<file path="config.mk">
export PLATFORM = sky130hd
export DESIGN_NAME = bf_mem_arbiter
export DESIGN_NICKNAME = d
export VERILOG_FILES = /design/src/rtl/bf_mem_arbiter.sv
export SDC_FILE = /design/constraint.sdc
export NUM_CORES = 1
export LEC_CHECK = 0
export CORE_ASPECT_RATIO = 0.75
export CORE_UTILIZATION = 41
export CTS_CLUSTER_DIAMETER = 100
export CTS_CLUSTER_SIZE = 16
export DETAILED_ROUTE_END_ITERATION = 10
export HOLD_SLACK_MARGIN = 0.05
export MAX_ROUTING_LAYER = met4
export PLACE_DENSITY = 0.87
export SLEW_MARGIN = 20
export SYNTH_ARGS = -nofsm -noshare
export SYNTH_HDL_FRONTEND = slang
export SYNTH_SLANG_ARGS = --single-unit
export TNS_END_PERCENT = 30
</file>
<file path="constraint.sdc">
create_clock -name clk -period 1.8 [get_ports clk]
set_clock_uncertainty 0.1 [all_clocks]
set_input_delay 0.36 -clock clk [delete_from_list [all_inputs] [get_ports clk]]
set_output_delay 0.36 -clock clk [all_outputs]
set_load 0.03 [all_outputs]
</file>
<file path="src/rtl/bf_mem_arbiter.sv">
// bf_mem_arbiter: round-robin arbiter sharing the 8-bit uio SRAM bus between instruction fetch and tape data
module bf_mem_arbiter #(
  parameter int ADDR_W   = 16,
  parameter int WAIT_CYC = 1
) (
  input  logic              clk,
  input  logic              rst,
  input  logic              if_req,
  input  logic [ADDR_W-1:0] if_addr,
  output logic              if_ack,
  input  logic              d_req,
  input  logic              d_we,
  input  logic [ADDR_W-1:0] d_addr,
  input  logic [7:0]        d_wdata,
  output logic              d_ack,
  output logic [7:0]        rdata,
  input  logic [7:0]        bus_in,
  output logic [7:0]        bus_out,
  output logic [7:0]        bus_oe,
  output logic              ale_hi,
  output logic              ale_lo,
  output logic              rd_en,
  output logic              wr_en,
  output logic              busy
);
  typedef enum logic [2:0] {IDLE, ADDR_HI, ADDR_LO, XFER, ACK} state_t;
  state_t      state_q;
  logic        last_data_q, gnt_data_q, we_q;
  logic [15:0] addr_q;
  logic [7:0]  wdata_q, rdata_q, bus_out_q, bus_oe_q;
  logic [3:0]  cnt_q;
  logic        if_ack_q, d_ack_q, ale_hi_q, ale_lo_q, rd_en_q, wr_en_q, busy_q;
  logic        gnt_data_d;
  logic [15:0] addr_d;
  assign gnt_data_d = d_req & (~if_req | ~last_data_q);
  assign addr_d     = gnt_data_d ? 16'(d_addr) : 16'(if_addr);
  assign if_ack  = if_ack_q;
  assign d_ack   = d_ack_q;
  assign rdata   = rdata_q;
  assign bus_out = bus_out_q;
  assign bus_oe  = bus_oe_q;
  assign ale_hi  = ale_hi_q;
  assign ale_lo  = ale_lo_q;
  assign rd_en   = rd_en_q;
  assign wr_en   = wr_en_q;
  assign busy    = busy_q;
  // access sequencer; every output is registered and set on entry to the state that owns it
  always_ff @(posedge clk) begin
    if (rst) begin
      state_q     <= IDLE;
      last_data_q <= 1'b0;
      gnt_data_q  <= 1'b0;
      we_q        <= 1'b0;
      addr_q      <= 16'h0000;
      wdata_q     <= 8'h00;
      cnt_q       <= 4'd0;
      rdata_q     <= 8'h00;
      bus_out_q   <= 8'h00;
      bus_oe_q    <= 8'h00;
      if_ack_q    <= 1'b0;
      d_ack_q     <= 1'b0;
      ale_hi_q    <= 1'b0;
      ale_lo_q    <= 1'b0;
      rd_en_q     <= 1'b0;
      wr_en_q     <= 1'b0;
      busy_q      <= 1'b0;
    end else begin
      case (state_q)
        IDLE: if (if_req | d_req) begin
          state_q     <= ADDR_HI;
          gnt_data_q  <= gnt_data_d;
          last_data_q <= gnt_data_d;
          addr_q      <= addr_d;
          we_q        <= gnt_data_d & d_we;
          wdata_q     <= d_wdata;
          bus_out_q   <= addr_d[15:8];
          bus_oe_q    <= 8'hFF;
          ale_hi_q    <= 1'b1;
          busy_q      <= 1'b1;
        end
        ADDR_HI: begin
          state_q   <= ADDR_LO;
          bus_out_q <= addr_q[7:0];
          ale_hi_q  <= 1'b0;
          ale_lo_q  <= 1'b1;
        end
        ADDR_LO: begin
          state_q   <= XFER;
          cnt_q     <= 4'(WAIT_CYC);
          ale_lo_q  <= 1'b0;
          bus_out_q <= we_q ? wdata_q : 8'h00;
          bus_oe_q  <= {8{we_q}};
          wr_en_q   <= we_q;
          rd_en_q   <= ~we_q;
        end
        XFER: if (cnt_q == 4'd0) begin
          state_q   <= ACK;
          rdata_q   <= we_q ? rdata_q : bus_in;
          bus_out_q <= 8'h00;
          bus_oe_q  <= 8'h00;
          rd_en_q   <= 1'b0;
          wr_en_q   <= 1'b0;
          if_ack_q  <= ~gnt_data_q;
          d_ack_q   <= gnt_data_q;
        end else begin
          cnt_q <= cnt_q - 4'd1;
        end
        ACK: begin
          state_q  <= IDLE;
          if_ack_q <= 1'b0;
          d_ack_q  <= 1'b0;
          busy_q   <= 1'b0;
        end
        default: state_q <= IDLE;
      endcase
    end
  end
endmodule

</file>
Word-level counts from Yosys, hierarchy flattened
Cells that the tools add are included.
- muxes and demuxes: 23
- reduce and logical (&&, ||, !) cells: 19
- eq/ne operators: 7
- $add $sub $neg: 1
- bitwise gates (word level): 7
- operator list (cell ; count):
    two-way mux 8 bit ; 4
    one-hot mux 8 bit (4 select lines) ; 1
    one-hot mux 8 bit (3 select lines) ; 1
    two-way mux 16 bit ; 1
    one-hot mux 1 bit (2 select lines) ; 7
    AND reduction 2 bit ; 7
    one-hot mux 3 bit (4 select lines) ; 1
    nonzero test 2 bit ; 5
    AND reduction 3 bit ; 3
    one-hot mux 4 bit (2 select lines) ; 1
    == test 3 x 2 -> 1 bit, second input constant ; 2
    two-way mux 3 bit ; 2
    inequality test 2 bit, second input constant ; 3
    logical NOT 4 bit ; 1
    two-way mux 1 bit ; 4
    two-way mux 4 bit ; 1
    nonzero test 4 bit ; 1
    subtractor 4 x 1 -> 4 bit, second input constant ; 1
    == test 3 x 1 -> 1 bit, second input constant ; 1
    == test 3 bit, second input constant ; 1
    logical NOT 3 bit ; 1
    inverter 1 bit ; 3
    nonzero test 3 bit ; 1
    bitwise AND 1 bit ; 2
    OR 1 bit ; 2
- logic and storage cells: 73
- input bits: 53
- flip-flop bits (word level): 56

Depth between registers and ports, before layout
Gate-level depths: netlist of the first run.
- depth in word-level cells: 6
- depth in mapped cells: 8
- depth with buffers taken out: 6

Worst setup path before layout of the first run
Ideal clock, no wire load.
- path kind: reg2reg
- from: register cnt_q[0]
- to: register bus_out_q[6] (netlist: bus_out[6])
- setup slack: -0.128 ns
- data required time: 1.568 ns
- buffers on the path: 1
- clock period less this slack: 1.928 ns
- stages on the path, launching flop included: 8
- arrival: 1.697 ns
- cell sequence: dfxtp_1 > inv_1 > ha_1 > or3b_1 > buf_6 > a311o_2 > a211oi_2 > nor3_1
- word-level cells in the longest chain between the ends: 3
- ends and longest elaborated chain (what ; RTL line ; text):
    start: declaration ; 31 ; logic [3:0] cnt_q;
    start signal: assignment ; 89 ; cnt_q <= 4'(WAIT_CYC);
    start signal: assignment ; 106 ; cnt_q <= cnt_q - 4'd1;
    logical NOT 4 bit ; 96 ; XFER: if (cnt_q == 4'd0) begin
    inequality test 2 bit (no line) ; - ;
    AND reduction 3 bit (no line) ; - ;
    end signal: assignment ; 76 ; bus_out_q <= addr_d[15:8];
    end signal: assignment ; 83 ; bus_out_q <= addr_q[7:0];
    end signal: assignment ; 91 ; bus_out_q <= we_q ? wdata_q : 8'h00;
    end: declaration ; 30 ; logic [7:0] wdata_q, rdata_q, bus_out_q, bus_oe_q;
No other way between the ends.
A chain may end at the register's enable or synchronous reset.

Final worst setup path of the first run
- from: register cnt_q[0]
- to: register bus_out_q[5] (netlist: bus_out[5])
The elaborated chain is that of the path after synthesis.

==> flow_metrics.env, run 1 <==
export IMPL_initial_core_util_pct=43.6
export IMPL_wl_um=6430
export IMPL_tightestPinTransition_ns=0.675
export IMPL_overflow=0
export IMPL_tritoncts="done"
export IMPL_finalInstanceArea_um2=3580
export IMPL_layout_cells_non_filler=446
export IMPL_mostFrequentLayoutCell="clkdlybuf4s50_1"
export IMPL_grt_max_degree=50
export IMPL_yosys_warnings=0
export IMPL_finalHoldViolCount=0
export IMPL_clock_latency_ns=0.30
export IMPL_dpl_cell_area_um2=3380
export IMPL_diodes=0
export IMPL_p_per_area_nw_per_um2=843
export IMPL_worst_slack_ns=-0.0890
export IMPL_drtIter0Drc=218
export IMPL_h_tree_depth=2
export IMPL_yosysTopAreaCell="dfxtp_1"
export IMPL_crit_path_end_kind="flip-flop"
export IMPL_numCtsBuffers=5
export IMPL_clock_sinks=49
export IMPL_final_setup_viol_count=14
export IMPL_critical_path_peak_fanout=8
export IMPL_vdd_ir_drop_max_mv=0.426
export IMPL_relSlewSlack_pct=54.7
export IMPL_area_growth_syn_to_layout_pct=50.1
export IMPL_slowest_stage="or3b_4"
export IMPL_cts_buffer_depth=2
export IMPL_synth_top_area_share_pct=41.2
export IMPL_maxCapViolCount=0
export IMPL_track_usage_pct=20.6
export IMPL_fp_coreArea_um2=5470
export IMPL_first_pass_iters=4
export IMPL_synth_cell_type_count=38
export IMPL_startpoint_type="flip-flop"
export IMPL_avgSynthCellArea_um2=8.51
export IMPL_port_buffers=83
export IMPL_path_buf_inv=1
export IMPL_die_area_um2=6120
export IMPL_dp_slack_ns=-0.430
export IMPL_drive_above_1_share_pct=17.5
export IMPL_cts_hold_buf=0
export IMPL_ys_flop_type="dfxtp_1"
export IMPL_fillers=455
export IMPL_dieHeight_um=68.0
export IMPL_vias_per_cell=5.34
export IMPL_netlist_instances=280
export IMPL_setup_tns_ns=-0.551
export IMPL_row_count=23
export IMPL_grt_pass1_vias=2146
export IMPL_ys_seq_area_share_pct=41.2
export IMPL_place_inst=436
export IMPL_num_vias=2382
export IMPL_route_detailed_drc=0
export IMPL_wl_per_cell_um=14.4
export IMPL_final_cell_mix="clkdlybuf4s50_1 (53), dfxtp_1 (47), a21oi_1 (32), nor2_1 (28), nand2_1 (27)"
export IMPL_status="finished, violations left"
export IMPL_critical_path_class="reg2reg"
export IMPL_netlist_area_um2=2380
export IMPL_post_dp_hpwl_um=4440
export IMPL_arrival_ns=1.98
export IMPL_antenna_found_initial=0
export IMPL_min_period_ns=1.89
export IMPL_nNetsFinal=425
export IMPL_rsz0062_at_grt="yes"
export IMPL_power_leakage_nw=1.64
export IMPL_path_cells="inv_2 -> ha_1 -> or3b_4 -> a311o_2 -> a211oi_1 -> nor3_1"
export IMPL_fmax_ghz=0.529
export IMPL_cpPeakStageDelay_ns=0.43
export IMPL_synth_seq_cells=49
export IMPL_final_max_slew_violation_count=0
export IMPL_synth_edff_count=0
export IMPL_io_pins=84
export IMPL_period_share_pct=105
export IMPL_ys_top_cells_by_area="dfxtp_1 (41%), a21oi_1 (6.7%), a211oi_1 (5.4%)"
export IMPL_clk_pin_slew_ns=0.09
export IMPL_grt_pass1_wl_um=9750
export IMPL_crit_family="compound AO/OA/AOI/OAI gates"
export IMPL_die_w_um=90.0
export IMPL_required_ns=1.89
export IMPL_async_reset_ff_share_pct=0
export IMPL_failed_checks="setup timing"
export IMPL_hold_path_class="reg2reg"
export IMPL_cts_root_buf="clkbuf_8"
export IMPL_gp_congestion=0.835
export IMPL_ant_nets=0
export IMPL_syn_nets=335
-- sequential cells by signal (all words and copies together) (netlist names) --
register	flops
addr_q	8
ale_hi	1
ale_lo	1
bus_oe	1
bus_out	8
busy	1
cnt_q	4
d_ack	1
gnt_data_q	1
if_ack	1
rd_en	1
rdata	8
state_q	3
wdata_q	8
we_q	1
wr_en	1
-- synth_stat cells (2+ instances only) --
cell type and number:
nor2b_1 3, nor2_1 28, a21oi_1 32, a31oi_1 3
dfxtp_1 49, buf_2 7, xor2_1 3, buf_4 7
buf_6 2, buf_1 3, nand3b_1 9, a311oi_1 2
nor3_2 2, nand4b_1 9, nand4_1 2, nand2_1 27
inv_1 3, o21ai_1 2, nand2b_1 2, nand3_1 4
ha_1 2, or3_1 2, clkbuf_1 11, o21ai_0 9
nor3_1 14, a211oi_1 17, mux2i_1 8, mux2_2 8
-- final timing paths --
check	from	endpoint	slack [ns]	cells past startpoint
min reg2reg	wdata_q[3]$_SDFFE_PP0P_	wdata_q[3]$_SDFFE_PP0P_	0.37	2
max reg2reg	cnt_q[0]$_SDFFE_PP0P_	bus_out[5]$_SDFFE_PP0P_	-0.09	6
min	wdata_q[3]$_SDFFE_PP0P_	wdata_q[3]$_SDFFE_PP0P_	0.37	2
max	cnt_q[0]$_SDFFE_PP0P_	bus_out[5]$_SDFFE_PP0P_	-0.09	6
-- layer usage --
| layer | up-vias | GRT usage (%) | wire length [µm] |
|---|---|---|---|
| li1 | 1171 | - | - |
| met1 | 1115 | 24.9 | 2820 |
| met2 | 88 | 36.0 | 3090 |
| met3 | 8 | 4.22 | 460 |
| met4 | 0 | 4.44 | 57 |
| met5 | - | - | 0 |
-- through the flow --
step,power (mW),utilization (%),hold WS [ns]
floorplan,1.98,-,0.336
global placement,2.37,61.9,0.344
detailed placement,2.40,61.9,0.354
CTS,3.00,63.5,0.367
global route,3.17,65.4,0.384
finish,3.01,65.4,0.368
-- power breakdown --
part	internal, mW	switching [mW]	leakage [nW]
sequential	1.21	0.0922	0.403
combinational	0.506	0.579	1.20
clock	0.276	0.354	0.0385
-- logic make-up (layout without fill, tap and decap cells) --
| family | Yosys count | count (layout) | share of synthesized area (%) |
|---|---|---|---|
| buffers and inverters | 33 | 123 | 7.30 |
| muxes | 16 | 16 | 7.14 |
| DFF | 49 | 49 | 41.2 |
| AOI/OAI and AO/OA | 71 | 71 | 19.2 |
| and+or+nand+nor | 106 | 107 | 23.1 |
| adders and majority gates | 2 | 2 | 1.05 |
| xor gates and xnor gates | 3 | 3 | 1.10 |
-- worst register-to-register path: stages, from the launching register on --
cell	delay (ns)
dfxtp_2	0.33
inv_2	0.05
ha_1	0.13
or3b_4	0.43
a311o_2	0.43
a211oi_1	0.23
nor3_1	0.08
-- layout make-up --
class	count	area, µm²	area share [%]
flip-flops and latches	49	983	27.5
inverters	3	11.3	0.315
multi-input cells	199	1290	36.1
clock inverters	1	7.51	0.210
clock buffers	7	76.3	2.13
well taps	75	93.8	2.62
repair buffers	112	1110	31.1
-- repair_timing --
action,4_1_cts,5_1_grt
cloned,0,1
pin swaps,4,7
resized for setup,15,29
setup buffers,0,1
setup endpoints to repair,32,43
Power figures use the tool's default switching activity.
==> run 2, diff against run 1 <==
Settings changed: CTS_CLUSTER_DIAMETER 100 to 80.
==> results of run 2 <==
Same layout as run 1: the final DEF is identical, and so are final timing and power.
